**config.mk**
```make
export PLATFORM = sky130hd
export DESIGN_NAME = if_fetch_stage_flat
export DESIGN_NICKNAME = d
export VERILOG_FILES = /design/src/rtl/mips_pkg.sv /design/src/rtl/if_fetch_stage_if.sv /design/src/rtl/if_fetch_stage_next_pc_sel.sv /design/src/rtl/if_fetch_stage.sv /design/src/flat_wrapper.sv
export SDC_FILE = /design/constraint.sdc
export NUM_CORES = 1
export LEC_CHECK = 0
export ABC_AREA = 1
export CORE_ASPECT_RATIO = 1.25
export CORE_UTILIZATION = 39
export CTS_CLUSTER_SIZE = 10
export DETAILED_ROUTE_END_ITERATION = 10
export PLACE_DENSITY = 0.77
export SLEW_MARGIN = 10
export SYNTH_ARGS = -nofsm -noshare
export SYNTH_HDL_FRONTEND = slang
export SYNTH_SLANG_ARGS = --single-unit
```
**constraint.sdc**
```tcl
create_clock -name clk -period 1.45 [get_ports clk]
set_input_delay 0.3625 -clock clk [delete_from_list [all_inputs] [get_ports clk]]
set_output_delay 0.3625 -clock clk [all_outputs]
set_load 0.01 [all_outputs]
```
**src/rtl/mips_pkg.sv**
```systemverilog
// Shared definitions for the MIPS front end: default widths, reset/NOP
// encodings and the next-PC source selector.
package mips_pkg;

  localparam int ADDR_WIDTH_DEFAULT  = 32;
  localparam int INSTR_WIDTH_DEFAULT = 32;

  // PC loaded when reset is asserted.
  localparam logic [31:0] RESET_PC_DEFAULT  = 32'h0000_0000;

  // sll $0,$0,0 -- the canonical MIPS no-op, used for pipeline bubbles.
  localparam logic [31:0] NOP_INSTR_DEFAULT = 32'h0000_0000;

  // Byte distance between consecutive instructions.
  localparam int PC_STEP = 4;

  // Source of the PC value for the next cycle.
  typedef enum logic [1:0] {
    PC_SEQ    = 2'd0,
    PC_BRANCH = 2'd1,
    PC_JUMP   = 2'd2,
    PC_HOLD   = 2'd3
  } pc_sel_e;

endpackage

```
**src/rtl/if_fetch_stage_if.sv**
```systemverilog
// Bundle of control, instruction-memory and IF/ID signals around the fetch
// stage. The slave side is the fetch stage itself; the master side is the
// surrounding pipeline (hazard unit, EX/ID redirects, imem, decode).
interface if_fetch_stage_if
  import mips_pkg::*;
#(
  parameter int ADDR_WIDTH  = ADDR_WIDTH_DEFAULT,
  parameter int INSTR_WIDTH = INSTR_WIDTH_DEFAULT
);

  // Control from hazard unit / branch resolution / decode.
  logic                   stall;
  logic                   branch_taken;
  logic [ADDR_WIDTH-1:0]  branch_target;
  logic                   jump_taken;
  logic [ADDR_WIDTH-1:0]  jump_target;

  // Instruction memory (combinational read of imem_addr).
  logic [ADDR_WIDTH-1:0]  imem_addr;
  logic [INSTR_WIDTH-1:0] imem_rdata;

  // IF/ID pipeline register contents.
  logic [INSTR_WIDTH-1:0] if_id_instr;
  logic [ADDR_WIDTH-1:0]  if_id_pc_plus4;
  logic                   if_id_valid;

  modport master (
    output stall,
    output branch_taken,
    output branch_target,
    output jump_taken,
    output jump_target,
    output imem_rdata,
    input  imem_addr,
    input  if_id_instr,
    input  if_id_pc_plus4,
    input  if_id_valid
  );

  modport slave (
    input  stall,
    input  branch_taken,
    input  branch_target,
    input  jump_taken,
    input  jump_target,
    input  imem_rdata,
    output imem_addr,
    output if_id_instr,
    output if_id_pc_plus4,
    output if_id_valid
  );

endinterface

```
**src/rtl/if_fetch_stage_next_pc_sel.sv**
```systemverilog
// Next-PC priority mux. Branch beats jump (branch is the older instruction,
// resolved in EX), any redirect beats stall, and the sequential path is
// taken only when nothing else applies.
module next_pc_sel
  import mips_pkg::*;
#(
  parameter int ADDR_WIDTH = ADDR_WIDTH_DEFAULT
) (
  input  logic                  stall,
  input  logic                  branchTaken,
  input  logic [ADDR_WIDTH-1:0] branchTarget,
  input  logic                  jumpTaken,
  input  logic [ADDR_WIDTH-1:0] jumpTarget,
  input  logic [ADDR_WIDTH-1:0] pcCur,
  input  logic [ADDR_WIDTH-1:0] pcPlus4,
  output logic [ADDR_WIDTH-1:0] nextPc,
  output logic                  pcLoad,
  output logic                  ifIdLoad,
  output logic                  ifIdFlush
);

  pc_sel_e pcSel;

  // Pick the PC source by priority: branch, jump, stall, sequential.
  always_comb begin
    pcSel = PC_SEQ;
    if (branchTaken) begin
      pcSel = PC_BRANCH;
    end else if (jumpTaken) begin
      pcSel = PC_JUMP;
    end else if (stall) begin
      pcSel = PC_HOLD;
    end
  end

  // Steer the selected source onto nextPc and derive register enables.
  // Targets pass through unmodified; alignment is the producer's job.
  always_comb begin
    nextPc    = pcPlus4;
    pcLoad    = 1'b1;
    ifIdLoad  = 1'b0;
    ifIdFlush = 1'b0;
    case (pcSel)
      PC_BRANCH: begin
        nextPc    = branchTarget;
        ifIdFlush = 1'b1;
      end
      PC_JUMP: begin
        nextPc    = jumpTarget;
        ifIdFlush = 1'b1;
      end
      PC_HOLD: begin
        nextPc = pcCur;
        pcLoad = 1'b0;
      end
      default: begin
        nextPc   = pcPlus4;
        ifIdLoad = 1'b1;
      end
    endcase
  end

endmodule

```
**src/rtl/if_fetch_stage.sv**
```systemverilog
// Instruction-fetch stage: owns the PC and the IF/ID pipeline register.
// The PC drives instruction memory directly; the fetched word and its PC+4
// are captured into IF/ID for decode and the jump-target shifter.
module if_fetch_stage
  import mips_pkg::*;
#(
  parameter int                    ADDR_WIDTH  = ADDR_WIDTH_DEFAULT,
  parameter int                    INSTR_WIDTH = INSTR_WIDTH_DEFAULT,
  parameter logic [ADDR_WIDTH-1:0]  RESET_PC   = ADDR_WIDTH'(RESET_PC_DEFAULT),
  parameter logic [INSTR_WIDTH-1:0] NOP_INSTR  = INSTR_WIDTH'(NOP_INSTR_DEFAULT)
) (
  input logic              clk,
  input logic              reset_n,
  if_fetch_stage_if.slave  bus
);

  logic [ADDR_WIDTH-1:0]  pcReg;
  logic [ADDR_WIDTH-1:0]  pcPlus4;
  logic [ADDR_WIDTH-1:0]  nextPc;
  logic                   pcLoad;
  logic                   ifIdLoad;
  logic                   ifIdFlush;

  logic [INSTR_WIDTH-1:0] ifIdInstrReg;
  logic [ADDR_WIDTH-1:0]  ifIdPcPlus4Reg;
  logic                   ifIdValidReg;

  // Sequential address; wraps silently at the top of the address space.
  assign pcPlus4 = pcReg + ADDR_WIDTH'(PC_STEP);

  next_pc_sel #(
    .ADDR_WIDTH (ADDR_WIDTH)
  ) uNextPcSel (
    .stall        (bus.stall),
    .branchTaken  (bus.branch_taken),
    .branchTarget (bus.branch_target),
    .jumpTaken    (bus.jump_taken),
    .jumpTarget   (bus.jump_target),
    .pcCur        (pcReg),
    .pcPlus4      (pcPlus4),
    .nextPc       (nextPc),
    .pcLoad       (pcLoad),
    .ifIdLoad     (ifIdLoad),
    .ifIdFlush    (ifIdFlush)
  );

  // PC register: reload from the selected source unless stalled.
  always_ff @(posedge clk or negedge reset_n) begin
    if (!reset_n) begin
      pcReg <= RESET_PC;
    end else if (pcLoad) begin
      pcReg <= nextPc;
    end
  end

  // IF/ID register: bubble on redirect, capture on sequential advance,
  // otherwise hold (stall keeps the current contents, no bubble).
  always_ff @(posedge clk or negedge reset_n) begin
    if (!reset_n) begin
      ifIdInstrReg   <= NOP_INSTR;
      ifIdPcPlus4Reg <= '0;
      ifIdValidReg   <= 1'b0;
    end else if (ifIdFlush) begin
      ifIdInstrReg   <= NOP_INSTR;
      ifIdPcPlus4Reg <= '0;
      ifIdValidReg   <= 1'b0;
    end else if (ifIdLoad) begin
      ifIdInstrReg   <= bus.imem_rdata;
      ifIdPcPlus4Reg <= pcPlus4;
      ifIdValidReg   <= 1'b1;
    end
  end

  // Every output is a flop output; no input reaches an output combinationally.
  assign bus.imem_addr      = pcReg;
  assign bus.if_id_instr    = ifIdInstrReg;
  assign bus.if_id_pc_plus4 = ifIdPcPlus4Reg;
  assign bus.if_id_valid    = ifIdValidReg;

endmodule

```
**src/flat_wrapper.sv**
```systemverilog
// flat-port wrapper written by rule: the top's interface ports become plain ports
module if_fetch_stage_flat import mips_pkg::*;
#(
  parameter int                    ADDR_WIDTH  = ADDR_WIDTH_DEFAULT,
  parameter int                    INSTR_WIDTH = INSTR_WIDTH_DEFAULT,
  parameter logic [ADDR_WIDTH-1:0]  RESET_PC   = ADDR_WIDTH'(RESET_PC_DEFAULT),
  parameter logic [INSTR_WIDTH-1:0] NOP_INSTR  = INSTR_WIDTH'(NOP_INSTR_DEFAULT)
)
  (clk, reset_n, bus_stall, bus_branch_taken, bus_branch_target, bus_jump_taken, bus_jump_target, bus_imem_rdata, bus_imem_addr, bus_if_id_instr, bus_if_id_pc_plus4, bus_if_id_valid);
  if_fetch_stage_if #(.ADDR_WIDTH(ADDR_WIDTH), .INSTR_WIDTH(INSTR_WIDTH)) bus_i ();
  input logic clk;
  input logic reset_n;
  input wire logic [$bits(bus_i.stall)-1:0] bus_stall;
  input wire logic [$bits(bus_i.branch_taken)-1:0] bus_branch_taken;
  input wire logic [$bits(bus_i.branch_target)-1:0] bus_branch_target;
  input wire logic [$bits(bus_i.jump_taken)-1:0] bus_jump_taken;
  input wire logic [$bits(bus_i.jump_target)-1:0] bus_jump_target;
  input wire logic [$bits(bus_i.imem_rdata)-1:0] bus_imem_rdata;
  output wire logic [$bits(bus_i.imem_addr)-1:0] bus_imem_addr;
  output wire logic [$bits(bus_i.if_id_instr)-1:0] bus_if_id_instr;
  output wire logic [$bits(bus_i.if_id_pc_plus4)-1:0] bus_if_id_pc_plus4;
  output wire logic [$bits(bus_i.if_id_valid)-1:0] bus_if_id_valid;
  assign bus_i.stall = bus_stall;
  assign bus_i.branch_taken = bus_branch_taken;
  assign bus_i.branch_target = bus_branch_target;
  assign bus_i.jump_taken = bus_jump_taken;
  assign bus_i.jump_target = bus_jump_target;
  assign bus_i.imem_rdata = bus_imem_rdata;
  assign bus_imem_addr = bus_i.imem_addr;
  assign bus_if_id_instr = bus_i.if_id_instr;
  assign bus_if_id_pc_plus4 = bus_i.if_id_pc_plus4;
  assign bus_if_id_valid = bus_i.if_id_valid;
  if_fetch_stage #(.ADDR_WIDTH(ADDR_WIDTH), .INSTR_WIDTH(INSTR_WIDTH), .RESET_PC(RESET_PC), .NOP_INSTR(NOP_INSTR)) u_core (.clk(clk), .reset_n(reset_n), .bus(bus_i));
endmodule
```
==> run summary <==
Crit path to - u_core.bus.imem_addr[23]
DRC marker count from the first detailed-route iteration - 414
Die W - 102 um
Data required time at the worst endpoint - 1.74 ns
Flops & latches, synth - 97
PD cells - 1080 nW/um^2
Hold slack - 0.465 ns
Number of detailed-route iterations in the first pass - 5
Capturing element type of the critical path - flip-flop
Mapped cell area - 4840 um^2
Mean post-synth cell area - 8.51 um^2
Cell type contributing the most total cell area after synthesis - sky130_fd_sc_hd__dfrtp_1
Cell row count - 45
R2r startpoint - u_core.bus.imem_addr[3]
Maximum operating frequency - 596 MHz
Cell internal power dissipation - 6.32 mW
Final Total Pwr - 9.39 mW
Overall die area - 12900 um^2
Multi-input gate area - 2660 um^2
Distinct cells, synth - 27
Sw Share - 32.6%
Run status - finished with violations
Wire per inst - 18.5 um
Die outline height - 127 um
Number of antenna violations at the first check in global routing - 0
Number of clock buffers inserted by TritonCTS - 9
Peak supply drop - 565 uV
Register share of total power - 36.7%
Setup Crit Path Kind - flip-flop to flip-flop
Final setup viols - 52
Post-placement cell count - 967
Part of the total power dissipated in combinational logic - 37.4%
Crit Reg-Reg Endpoint - u_core.bus.imem_addr[23]
Final Core Density - 71.9%
Cell at the root of the clock tree - sky130_fd_sc_hd__clkbuf_16
Detailed Place HPWL - 12.1 mm
Count of inserted antenna diode cells - 0
Worst rel slew slack - 77.3%
Routed Wire Length - 19.1 mm
Overall Global Routing Usage - 27.5%
Overflow left after global routing - 0
Clock-pin slew reported for the worst setup and hold paths after clock tree synthesis - 0.06 ns
Lkg Pwr - 4.29 nW
TritonCTS clock tree - done
Async set or reset register ratio after synthesis - 100%
Fin crit period - 1.68 ns
Reg-to-reg setup timing slack - -0.23 ns
Effective utilization at floorplan - 39.9%
Gpl congestion - 0.902
Number of global-route vias before repair - 5544
Worst clock skew - 0.0113 ns
Setup slack after layout - -0.228 ns
Pin slew with the least headroom to its limit - 0.341 ns
Number of nets in the final layout - 971
Largest net degree at the start of global routing - 42
Filler Cells Inserted - 838
Gate count of the mapped netlist - 568
Clock network fraction of design power - 25.8%
Number of hold-slack violations in the final timing report - 0
Data arrival time of the critical path - 1.96 ns
R2r worst-path depth - 12
Most repeated cell in the gate-level netlist after synthesis - sky130_fd_sc_hd__nand2_1
Share of the synthesized area in the top cell type - 50.2%
Quantity of I/O buffers inserted on ports - 197
Synth Flop Type - sky130_fd_sc_hd__dfrtp_1
Critical Path Fanout Max - 6
Type of element launching the critical path - flip-flop
Global-route wire length before repair - 27.4 mm
Commonest cells in the netlist - 186 x sky130_fd_sc_hd__nand2_1, 97 x sky130_fd_sc_hd__dfrtp_1, 64 x sky130_fd_sc_hd__a22o_1
Clock Tree Buf Depth - 2
Post-synthesis to final-layout area growth - 79.9%
Number of sinks on the clock net - 97
Final TNS setup - -5.66 ns
Path class of the lowest-slack min-delay path - primary input to async pin
Start point of the critical path - u_core.bus.imem_addr[3]
Final max-slew violation count - 0
FF+latch area - 2440 um^2
Clock latency on the worst-skew pair - 0.35 ns
Fraction of final layout cells sized beyond drive strength 1 - 30.5%
Unrepaired setup endpoints after global routing - true
Count of unresolved DRC violations after routing - 0
Top cells by area, synth - sky130_fd_sc_hd__dfrtp_1 50%, sky130_fd_sc_hd__nand2_1 14%, sky130_fd_sc_hd__a22o_1 12%, sky130_fd_sc_hd__nand3_1 3.4%, sky130_fd_sc_hd__nor2_1 2.9%
Mean number of vias per cell - 5.48
Placeable core region - 12100 um^2
EDFF count, synth - 0
Post-synthesis sequential area ratio - 50.2%
Net switching power - 3.06 mW
Count of yosys warnings during synthesis - 0
Overall via count from detail_route - 5663
Final cell count without fillers - 1034
Synthesized Nets - 673
Share of the clock period used by the worst path - 116%
Number of I/O pins - 198
# Max-Cap Violations - 0
Residual antenna-violating net count after detailed routing - 0
Maximum level of the CTS H-tree - 3
Violated checks - setup timing
critical path: stages (launching register included):
cell and delay [ns]:
sky130_fd_sc_hd__dfrtp_1 0.38, sky130_fd_sc_hd__buf_6 0.12, sky130_fd_sc_hd__buf_6 0.10, sky130_fd_sc_hd__nand2_4 0.04
sky130_fd_sc_hd__nor2_4 0.15, sky130_fd_sc_hd__nand2_2 0.10, sky130_fd_sc_hd__nor2_4 0.24, sky130_fd_sc_hd__nand2_1 0.13
sky130_fd_sc_hd__nand2_1 0.09, sky130_fd_sc_hd__nand3_2 0.09, sky130_fd_sc_hd__nand2_1 0.07, sky130_fd_sc_hd__nand2_1 0.04
sky130_fd_sc_hd__nand2_1 0.05
timing repair:
action	CTS	global route
gates resized for setup	218	88
endpoints found under the hold margin	16	0
gates cloned	4	0
hold buffers	1	0
buffers inserted	38	21
pin swaps	21	42
endpoints found under the setup margin	194	97
registers in the layout, indices dropped and copies added (netlist names):
register and cells:
u_core.bus.if_id_instr 32, u_core.bus.if_id_valid 1, u_core.bus.imem_addr 32, u_core.bus.if_id_pc_plus4 32
through the flow:
step,worst slack [ns],area [um^2]
final,-0.228,8700
after global routing,-0.288,8700
after CTS,-0.0843,8450
after detailed placement,-0.751,7560
after global placement,-0.703,7560
after floorplan,-0.181,4950
power groups by stage:
| stage | Sequential, mW | Combinational [mW] | Clock (mW) |
|---|---|---|---|
| floorplan | 3.69 | 0.920 | 0 |
| global placement | 3.52 | 2.91 | 0 |
| detailed placement | 3.54 | 2.96 | 0 |
| CTS | 3.42 | 3.29 | 2.42 |
| global route | 3.49 | 3.76 | 2.55 |
| finish | 3.45 | 3.52 | 2.43 |
cells in the final DEF (no fill, tap or decap), types with 13 or more instances in the layout:
master                            netlist  layout
sky130_fd_sc_hd__nor2_1                37      22
sky130_fd_sc_hd__buf_6                  0      25
sky130_fd_sc_hd__buf_4                  0      86
sky130_fd_sc_hd__dfrtp_1               97      87
sky130_fd_sc_hd__nor2_4                 6      16
sky130_fd_sc_hd__nand3_2                0      21
sky130_fd_sc_hd__a22o_1                64      64
sky130_fd_sc_hd__nor2_2                 8      13
sky130_fd_sc_hd__clkdlybuf4s50_1        0      96
sky130_fd_sc_hd__nand2_2                3      16
sky130_fd_sc_hd__nand2_1              186     168
sky130_fd_sc_hd__dlygate4sd2_1          0      74
sky130_fd_sc_hd__inv_1                 32      26
cells by family (layout without fill, tap and decap cells):
| group | after synthesis | count (layout) | synth area share [%] |
|---|---|---|---|
| and+or+nand+nor | 278 | 278 | 24.3 |
| AOI/OAI and AO/OA | 124 | 124 | 18.7 |
| DFF | 97 | 97 | 50.2 |
| buffers and inverters | 61 | 363 | 5.05 |
| adders and majority gates | 4 | 4 | 1.03 |
| xor gates and xnor gates | 4 | 4 | 0.725 |
cell type report:
cell class | instances | share of cell area (%)
clock inverters | 2 | 0.431
inverters | 33 | 1.52
well taps | 164 | 2.36
clock buffers | 13 | 2.99
repair buffers | 315 | 34.1
multi-input cells | 410 | 30.6
flip-flops and latches | 97 | 28.0
routing by layer:
layer  vias up  wire [um]  track usage [%]
li1       2517          -                -
met1      2722       7020             31.6
met2       341       9440             49.0
met3        83       1660             5.62
met4         0       1020             11.6
met5         -          0                0
how the worst min path moves through the flow:
stage / start / endpoint / cells past startpoint
final: reset_n / u_core.bus.if_id_pc_plus4[22] / 2
after global routing: reset_n / u_core.bus.if_id_pc_plus4[22] / 2
after CTS: reset_n / u_core.bus.if_id_pc_plus4[22] / 2
after detailed placement: reset_n / u_core.bus.if_id_pc_plus4[22] / 1
after global placement: reset_n / u_core.bus.if_id_pc_plus4[22] / 1
after floorplan: reset_n / u_core.bus.if_id_instr[0] / 0
(Power assumes the default switching activity.)
